--- src/rtl/seq_multiplier_18.sv ---
// Sequential 18x18 unsigned shift-add multiplier.
// One partial product per cycle; 18 RUN cycles per multiply.
module seq_multiplier_18 #(
  parameter int WIDTH = 18
) (
  input  logic             clk,
  input  logic             rst_n,
  input  logic             start,
  input  logic [WIDTH-1:0] a,
  input  logic [WIDTH-1:0] b,
  output logic             busy,
  output logic             done,
  output logic [WIDTH-1:0] prod_hi,
  output logic [WIDTH-1:0] prod_lo,
  output logic             ovf,
  output logic             zero
);

  typedef enum logic {IDLE, RUN} state_t;

  state_t           state_q, state_d;
  logic [WIDTH-1:0] mcand_q, mcand_d;
  logic [WIDTH-1:0] hi_q, hi_d;
  logic [WIDTH-1:0] lo_q, lo_d;
  logic [4:0]       cnt_q, cnt_d;
  logic             done_q, done_d;
  logic             ovf_q, ovf_d;
  logic             zero_q, zero_d;

  logic [WIDTH-1:0] addend;
  logic [WIDTH-1:0] sum;
  logic [WIDTH:0]   carry;
  logic [WIDTH-1:0] nhi;
  logic [WIDTH-1:0] nlo;
  logic             last;

  // Ripple-carry adder; carry-out becomes the top bit shifted in.
  always_comb begin
    addend   = lo_q[0] ? mcand_q : '0;
    carry    = '0;
    sum      = '0;
    for (int i = 0; i < WIDTH; i++) begin
      sum[i]     = hi_q[i] ^ addend[i] ^ carry[i];
      carry[i+1] = (hi_q[i] & addend[i]) |
                   (carry[i] & (hi_q[i] ^ addend[i]));
    end
  end

  assign nhi  = {carry[WIDTH], sum[WIDTH-1:1]};
  assign nlo  = {sum[0], lo_q[WIDTH-1:1]};
  assign last = (cnt_q == 5'(WIDTH - 1));

  always_ff @(posedge clk) begin
    if (!rst_n) begin
      state_q <= IDLE;
      mcand_q <= '0;
      hi_q    <= '0;
      lo_q    <= '0;
      cnt_q   <= '0;
      done_q  <= 1'b0;
      ovf_q   <= 1'b0;
      zero_q  <= 1'b0;
    end else begin
      state_q <= state_d;
      mcand_q <= mcand_d;
      hi_q    <= hi_d;
      lo_q    <= lo_d;
      cnt_q   <= cnt_d;
      done_q  <= done_d;
      ovf_q   <= ovf_d;
      zero_q  <= zero_d;
    end
  end

  always_comb begin
    state_d = state_q;
    unique case (state_q)
      IDLE: if (start) state_d = RUN;
      RUN:  if (last)  state_d = IDLE;
      default: state_d = IDLE;
    endcase
  end

  always_comb begin
    mcand_d = mcand_q;
    hi_d    = hi_q;
    lo_d    = lo_q;
    cnt_d   = cnt_q;
    done_d  = 1'b0;
    ovf_d   = ovf_q;
    zero_d  = zero_q;
    unique case (state_q)
      IDLE: begin
        if (start) begin
          mcand_d = a;
          hi_d    = '0;
          lo_d    = b;
          cnt_d   = '0;
        end
      end
      RUN: begin
        hi_d  = nhi;
        lo_d  = nlo;
        cnt_d = cnt_q + 5'd1;
        if (last) begin
          done_d = 1'b1;
          ovf_d  = |nhi;
          zero_d = ~|{nhi, nlo};
        end
      end
      default: ;
    endcase
  end

  always_comb begin
    busy    = (state_q == RUN);
    done    = done_q;
    prod_hi = hi_q;
    prod_lo = lo_q;
    ovf     = ovf_q;
    zero    = zero_q;
  end

endmodule

--- config.mk ---
export PLATFORM = sky130hd
export DESIGN_NAME = seq_multiplier_18
export DESIGN_NICKNAME = d
export VERILOG_FILES = /design/src/rtl/seq_multiplier_18.sv
export SDC_FILE = /design/constraint.sdc
export NUM_CORES = 1
export LEC_CHECK = 0
export CORE_UTILIZATION = 45
export CTS_CLUSTER_SIZE = 8
export DETAILED_ROUTE_END_ITERATION = 10
export PLACE_DENSITY = 0.77
export SLEW_MARGIN = 20
export SYNTH_ARGS = -nofsm -noshare
export SYNTH_HDL_FRONTEND = slang
export SYNTH_SLANG_ARGS = --single-unit
--- constraint.sdc ---
create_clock -name clk -period 7.1 [get_ports clk]
set_input_delay 1.065 -clock clk [delete_from_list [all_inputs] [get_ports clk]]
set_output_delay 1.065 -clock clk [all_outputs]
set_load 0.01 [all_outputs]
==> flow_metrics.py, run 1 <==
metrics = {
    "sta": {
        "slew_headroom_pct": 50.71,
        "timing.final.crit_share_pct": 97.74,
        "setup_viol": 0,
        "slew_viol_final": 0,
        "finalClockSkew_ns": 0.008404,
        "fin_tns_setup_ns": 0,
        "fin_crit_ns": 6.939,
        "hold_viol_final": 0,
        "fmax_ghz": 0.1441,
        "rsz0062_at_grt": "yes",
        "worst_slew_pin_slew_ns": 0.7394,
    },
    "route": {
        "drt_iter0_markers": 122,
        "viasPerCell": 4.931,
        "ant_nets": 0,
        "routed_wl_um": 7175,
        "vias": 2663,
        "firstDrtPassIters": 4,
        "drcViolationCount": 0,
        "wl_per_cell_um": 13.29,
    },
    "finish": {
        "n_fill_cell": 606,
        "syn2layout_area_growth_pct": 32.81,
        "final_cell_area_mm2": 0.004325,
        "nets": 498,
        "num_antenna_cells": 0,
        "final_cells": 540,
        "drive_gt1_share_pct": 10.59,
    },
    "clock_tree": {
        "cts_sinks": 63,
        "clk_pin_slew_ns": 0.07,
        "htree_levels": 3,
        "clock_latency_ns": 0.34,
        "cts_made_buffers": 9,
        "cts_root_buf": "clkbuf_8",
        "clock_path_buffers": 2,
        "tritoncts": "built",
    },
    "floorplan": {
        "core_mm2": 0.006907,
        "io_pins": 79,
        "dieArea_mm2": 0.007582,
        "start_util_pct": 47.16,
        "die_w_um": 87.08,
        "placementRows": 30,
        "die-height_um": 87.08,
    },
    "place": {
        "place_inst": 523,
        "gp_congestion": 0.7977,
        "io_buffer_count": 78,
        "postPlaceCellArea_mm2": 0.004083,
        "place_hpwl_um": 5019,
    },
    "pwr": {
        "pwr-share-clk_pct": 38.9,
        "switchingPower_mw": 0.2012,
        "p_int_mw": 0.5963,
        "p_leak_nw": 1.532,
        "swShare_pct": 25.23,
        "p_comb_share_pct": 13.7,
        "p_seq_share_pct": 47.4,
        "power.density_mw_per_mm2": 184.4,
        "vdd_drop_max_uv": 99.42,
    },
    "synthesis": {
        "synth-xor-area-share_pct": 0.5378,
        "syn-mean-instance-area_um2": 8.755,
        "synthFlopType": "dfxtp_1",
        "synth-edff-count": 0,
        "synth_top_area_share_pct": 38.72,
        "ys_seq_elements": 63,
        "synth_area_leaders": "dfxtp_1, fa_1, nand2_1",
        "yosys.area_share.simple_pct": 25.28,
        "yosys_warnings": 0,
        "synth_compound_area_share_pct": 11.99,
        "synth_cell_types": 34,
        "synth_fp_nets": 431,
        "synth_top_family_by_area": "simple AND/OR/NAND/NOR gates",
        "synth-seq-area-share_pct": 38.72,
        "synth_commonest_cells": "nand2_1, dfxtp_1, and2_1, nor2b_1",
        "syn-instance-count": 372,
        "async_reset_ff_share_pct": 0,
        "yosysTopAreaCell": "dfxtp_1",
        "synthAdderAreaFrac_pct": 11.60,
        "synthMuxAreaShare_pct": 5.839,
        "synth_most_common_cell": "nand2_1",
        "netlist_area_mm2": 0.003257,
    },
    "global_route": {
        "antenna_found_initial": 0,
        "grt_start_max_net_pins": 86,
        "overflow": 0,
        "grt_pass1_wl_um": 11660,
        "first_global_vias": 2450,
        "grt_usage_pct": 20.37,
    },
    "critical_path": {
        "arrival_ns": 7.22,
        "cp_slowest_cell": "fa_1",
        "critical_path.endpoint_type": "register",
        "crit_fanout": 3,
        "crit_type": "reg -> reg",
        "rr_startpoint": "prod_lo[0]",
        "critical_path.startpoint_type": "register",
        "cp.required_ns": 7.38,
        "cpPeakStageDelay_ns": 0.55,
        "critPathLaunch": "prod_lo[0]",
        "crit_top_cell": "fa_2",
    },
    "flow_run": {
        "maxCapViolCount": 0,
    },
    "min_path": {
        "hold_start": "mcand_q[7]",
        "hp-class": "reg -> reg",
    },
    "status": {
        "status": "finished, final reports clean",
    },
}
power groups by stage:
stage	registers, mW	clock network [mW]	logic (mW)
2_1_floorplan	0.387	0	0.0606
3_3_place_gp	0.385	0	0.107
3_5_place_dp	0.386	0	0.109
4_1_cts	0.378	0.316	0.110
5_1_grt	0.379	0.331	0.120
6_report	0.378	0.311	0.109
timing repair:
| action | CTS | global route |
|---|---|---|
| endpoints found under the hold margin | 0 | 0 |
| pin swaps | 2 | 3 |
| resized for setup | 2 | 11 |
| buffers inserted | 0 | 1 |
| hold buffers | 0 | 0 |
| endpoints found under the setup margin | 1 | 3 |
sequential cells by signal, indices dropped and copies added, names as in the netlist:
name / flops
mcand_q: 18
prod_hi: 18
cnt_q: 5
ovf: 1
done: 1
busy: 1
prod_lo: 18
zero: 1
worst max-delay path: cells and delay by family (launching register included):
kind	cells	cell delay, ns
adder cells (fa/ha/maj)	18	5.69
buffers and inverters	5	0.28
flip-flops	1	0.34
AO/OA/AOI/OAI	1	0.19
AND/OR/NAND/NOR	3	0.37
final timing paths:
| check | slack (ns) | cells past startpoint | to |
|---|---|---|---|
| setup / recovery | 0.16 | 27 | zero |
| hold / removal | 0.46 | 2 | mcand_q[7] |
| setup reg to reg | 0.16 | 27 | zero |
| hold reg to reg | 0.46 | 2 | mcand_q[7] |
layer usage:
| metal | track usage (%) | up-vias | wire length (µm) |
|---|---|---|---|
| met4 | 7.727 | 0 | 95 |
| met3 | 4.739 | 7 | 417 |
| met1 | 29.07 | 1232 | 3447 |
| li1 | - | 1352 | - |
| met5 | 0 | - | 0 |
| met2 | 29.78 | 72 | 3215 |
area by class of cell:
| cell class | count | area [µm²] | share of cell area [%] |
|---|---|---|---|
| multi-input cells | 261 | 1849 | 42.75 |
| clock buffers | 11 | 141.4 | 3.269 |
| inverters | 21 | 78.83 | 1.822 |
| flip-flops and latches | 63 | 1265 | 29.24 |
| clock inverters | 5 | 57.56 | 1.331 |
| repair buffers | 83 | 813.3 | 18.80 |
| well taps | 96 | 120.1 | 2.777 |
logic make-up (layout without fill, tap and decap cells):
family | count (synthesis) | count (layout)
and+or+nand+nor | 160 | 160
DFF | 63 | 63
AOI/OAI and AO/OA | 60 | 60
buffers and inverters | 48 | 120
adders and majority gates | 20 | 20
muxes | 19 | 19
xor gates and xnor gates | 2 | 2
per-stage QoR:
| stage | hold WS (ns) | util (%) | worst slack, ns | power (mW) |
|---|---|---|---|---|
| floorplan | 0.4305 | - | 0.01803 | 0.4476 |
| global placement | 0.4380 | 59.11 | 0.04523 | 0.4925 |
| detailed placement | 0.4487 | 59.11 | -0.08034 | 0.4948 |
| CTS | 0.4575 | 62.10 | 0.01184 | 0.8033 |
| global route | 0.4675 | 62.63 | -0.08931 | 0.8312 |
| finish | 0.4565 | 62.63 | 0.1605 | 0.7976 |
cells in the final DEF, fill, tap and decap left out, drive strengths merged:
| cell | instances |
|---|---|
| nor2b | 22 |
| a21oi | 6 |
| clkinv | 1 |
| o21a | 16 |
| nor4bb | 1 |
| nor2 | 4 |
| inv | 21 |
| a21o | 1 |
| nand4 | 6 |
| a21boi | 18 |
| and2 | 24 |
| clkbuf | 11 |
| nand2 | 70 |
| dfxtp | 63 |
| fa | 17 |
| ha | 3 |
| clkinvlp | 3 |
| o31ai | 1 |
| mux2i | 19 |
| and4 | 1 |
| or4 | 1 |
| nor3 | 17 |
| bufinv | 1 |
| nand4b | 1 |
| nor4 | 3 |
| nor3b | 7 |
| o21ai | 18 |
| nand3 | 1 |
| xnor2 | 2 |
| and3 | 1 |
| clkdlybuf4s50 | 77 |
| nand2b | 1 |
| buf | 6 |
Note: power is estimated with default switching activity, not from simulation.
==> inputs of run 2 (changes only) <==
--- a/config.mk
+++ b/config.mk
@@ -5,6 +5,7 @@
 export SDC_FILE = /design/constraint.sdc
 export NUM_CORES = 1
 export LEC_CHECK = 0
+export CAP_MARGIN = 20
 export CORE_UTILIZATION = 45
 export CTS_CLUSTER_SIZE = 8
 export DETAILED_ROUTE_END_ITERATION = 10
==> results of run 2 <==
Final layout, timing and power as in run 1 (identical DEF).
==> inputs of run 3 (changes only) <==
--- a/config.mk
+++ b/config.mk
@@ -5,8 +5,8 @@
 export SDC_FILE = /design/constraint.sdc
 export NUM_CORES = 1
 export LEC_CHECK = 0
-export CAP_MARGIN = 20
 export CORE_UTILIZATION = 45
+export CTS_BUF_LIST = sky130_fd_sc_hd__clkbuf_8 sky130_fd_sc_hd__clkbuf_16
 export CTS_CLUSTER_SIZE = 8
 export DETAILED_ROUTE_END_ITERATION = 10
 export PLACE_DENSITY = 0.77
==> flow_metrics.py, run 3 (same netlist as run 1, synthesis figures left out) <==
metrics = {
    "min_path": {
        "hp-class": "reg -> reg",
    },
    "finish": {
        "syn2layout_area_growth_pct": 32.81,
        "most-common-layout-cells": "clkdlybuf4s50_1, nand2_1, dfxtp_1, and2_1, nor2b_1",
        "final_cell_area_mm2": 0.004325,
        "num_antenna_cells": 0,
        "n_fill_cell": 606,
        "drive_gt1_share_pct": 10.59,
        "nets": 498,
        "final_common_cell": "clkdlybuf4s50_1",
        "final_core_util_pct": 62.63,
    },
    "global_route": {
        "grt_pass1_wl_um": 11660,
        "first_global_vias": 2450,
        "grt_start_max_net_pins": 86,
        "antenna_found_initial": 0,
        "grt_usage_pct": 20.37,
        "overflow": 0,
    },
    "sta": {
        "fmax_ghz": 0.1441,
        "rsz0062_at_grt": "yes",
        "slew_viol_final": 0,
        "finalClockSkew_ns": 0.008404,
        "slew_headroom_pct": 50.70,
        "setup_ws_ns": 0.1605,
        "setup_viol": 0,
        "worst_slew_pin_slew_ns": 0.7395,
        "fin_crit_ns": 6.939,
        "hold_viol_final": 0,
        "timing.hold.ws_ns": 0.4565,
        "timing.final.crit_share_pct": 97.74,
    },
    "clock_tree": {
        "clock_path_buffers": 2,
        "cts_made_buffers": 9,
        "cts_sinks": 63,
        "tritoncts": "built",
        "cts_root_buf": "clkbuf_8",
        "postCtsHoldBufs": 0,
        "clk_pin_slew_ns": 0.07,
        "clock_latency_ns": 0.34,
        "htree_levels": 3,
    },
    "floorplan": {
        "die-height_um": 87.08,
        "io_pins": 79,
        "start_util_pct": 47.16,
        "dieArea_mm2": 0.007582,
        "placementRows": 30,
        "die_w_um": 87.08,
        "core_mm2": 0.006907,
    },
    "critical_path": {
        "critical_path.startpoint_type": "register",
        "cpPeakStageDelay_ns": 0.55,
        "cp_num_buf_inv": 5,
        "critPathTopFamily": "adder cells",
        "cp_slowest_cell": "fa_1",
        "crit_type": "reg -> reg",
        "crit_top_cell": "fa_2",
        "critical_path.endpoint_type": "register",
        "arrival_ns": 7.22,
        "crit_fanout": 3,
        "cp.required_ns": 7.38,
    },
    "pwr": {
        "pwr-share-clk_pct": 38.9,
        "p_comb_share_pct": 13.7,
        "p_seq_share_pct": 47.4,
        "vdd_drop_max_uv": 99.89,
        "swShare_pct": 25.34,
        "p_leak_nw": 1.536,
        "p_int_mw": 0.5949,
        "power.density_mw_per_mm2": 184.2,
        "switchingPower_mw": 0.2019,
    },
    "place": {
        "gp_congestion": 0.7977,
        "postPlaceCellArea_mm2": 0.004083,
        "dp_slack_ns": -0.08034,
        "place_hpwl_um": 5019,
        "io_buffer_count": 78,
    },
    "route": {
        "viasPerCell": 4.930,
        "routed_wl_um": 7179,
        "ant_nets": 0,
        "vias": 2662,
        "drcViolationCount": 0,
        "wl_met2_um": 3214,
        "drt_iter0_markers": 123,
        "firstDrtPassIters": 4,
        "wl_met1_um": 3452,
        "wl_met3_um": 417,
        "top_layer": "met4",
        "wl_per_cell_um": 13.29,
    },
    "flow_run": {
        "maxCapViolCount": 0,
    },
    "status": {
        "status": "finished, final reports clean",
    },
}
==> run 3: cell count changes in the layout (fill, tap and decap cells not counted), sizes merged <==
cell    change
clkbuf      -1
inv         +1
==> run 3: per-stage QoR <==
step | power [mW] | setup TNS (ns) | instances
final | 0.7967 | 0 | 540
after global placement | 0.4925 | 0 | 523
after floorplan | 0.4476 | 0 | 372
after CTS | 0.8020 | 0 | 539
after global routing | 0.8298 | -0.08931 | 540
after detailed placement | 0.4948 | -0.08034 | 523
==> run 3: tightest hold or removal path: stages, from the launching register on <==
cell and delay [ns]:
dfxtp_1 0.31, nand2_1 0.05, a21boi_1 0.05
==> run 3: layout make-up <==
cell class                 count  area, µm²  area share (%)
clock buffer                  10      137.6           3.182
clock inverter                 6      61.31           1.417
inverter                      21      78.83           1.822
multi-input combinational    261       1849           42.75
sequential                    63       1265           29.24
tap                           96      120.1           2.777
timing repair buffer          83      813.3           18.80
==> run 3: repair_timing <==
item | 4_1_cts | 5_1_grt
setup buffers | 0 | 1
pin swaps | 2 | 3
gates resized for setup | 2 | 11
endpoints found under the setup margin | 1 | 3
==> run 3: per-layer routing <==
metal | GRT usage [%] | vias to the layer above
met5 | 0 | -
met1 | 29.07 | 1231
met3 | 4.739 | 7
li1 | - | 1352
met4 | 7.727 | 0
met2 | 29.78 | 72
==> run 3: worst paths after layout <==
check              from  cells after the start         end  slack, ns
max          prod_lo[0]                     27        zero       0.16
min          mcand_q[7]                      2  mcand_q[7]       0.46
max reg2reg  prod_lo[0]                     27        zero       0.16
min reg2reg  mcand_q[7]                      2  mcand_q[7]       0.46
==> run 3: power by group through the flow <==
stage	Combinational, mW	Sequential (mW)	Clock, mW
floorplan	0.0606	0.387	0
finish	0.109	0.378	0.310
global placement	0.107	0.385	0
global route	0.120	0.379	0.330
detailed placement	0.109	0.386	0
CTS	0.110	0.378	0.315
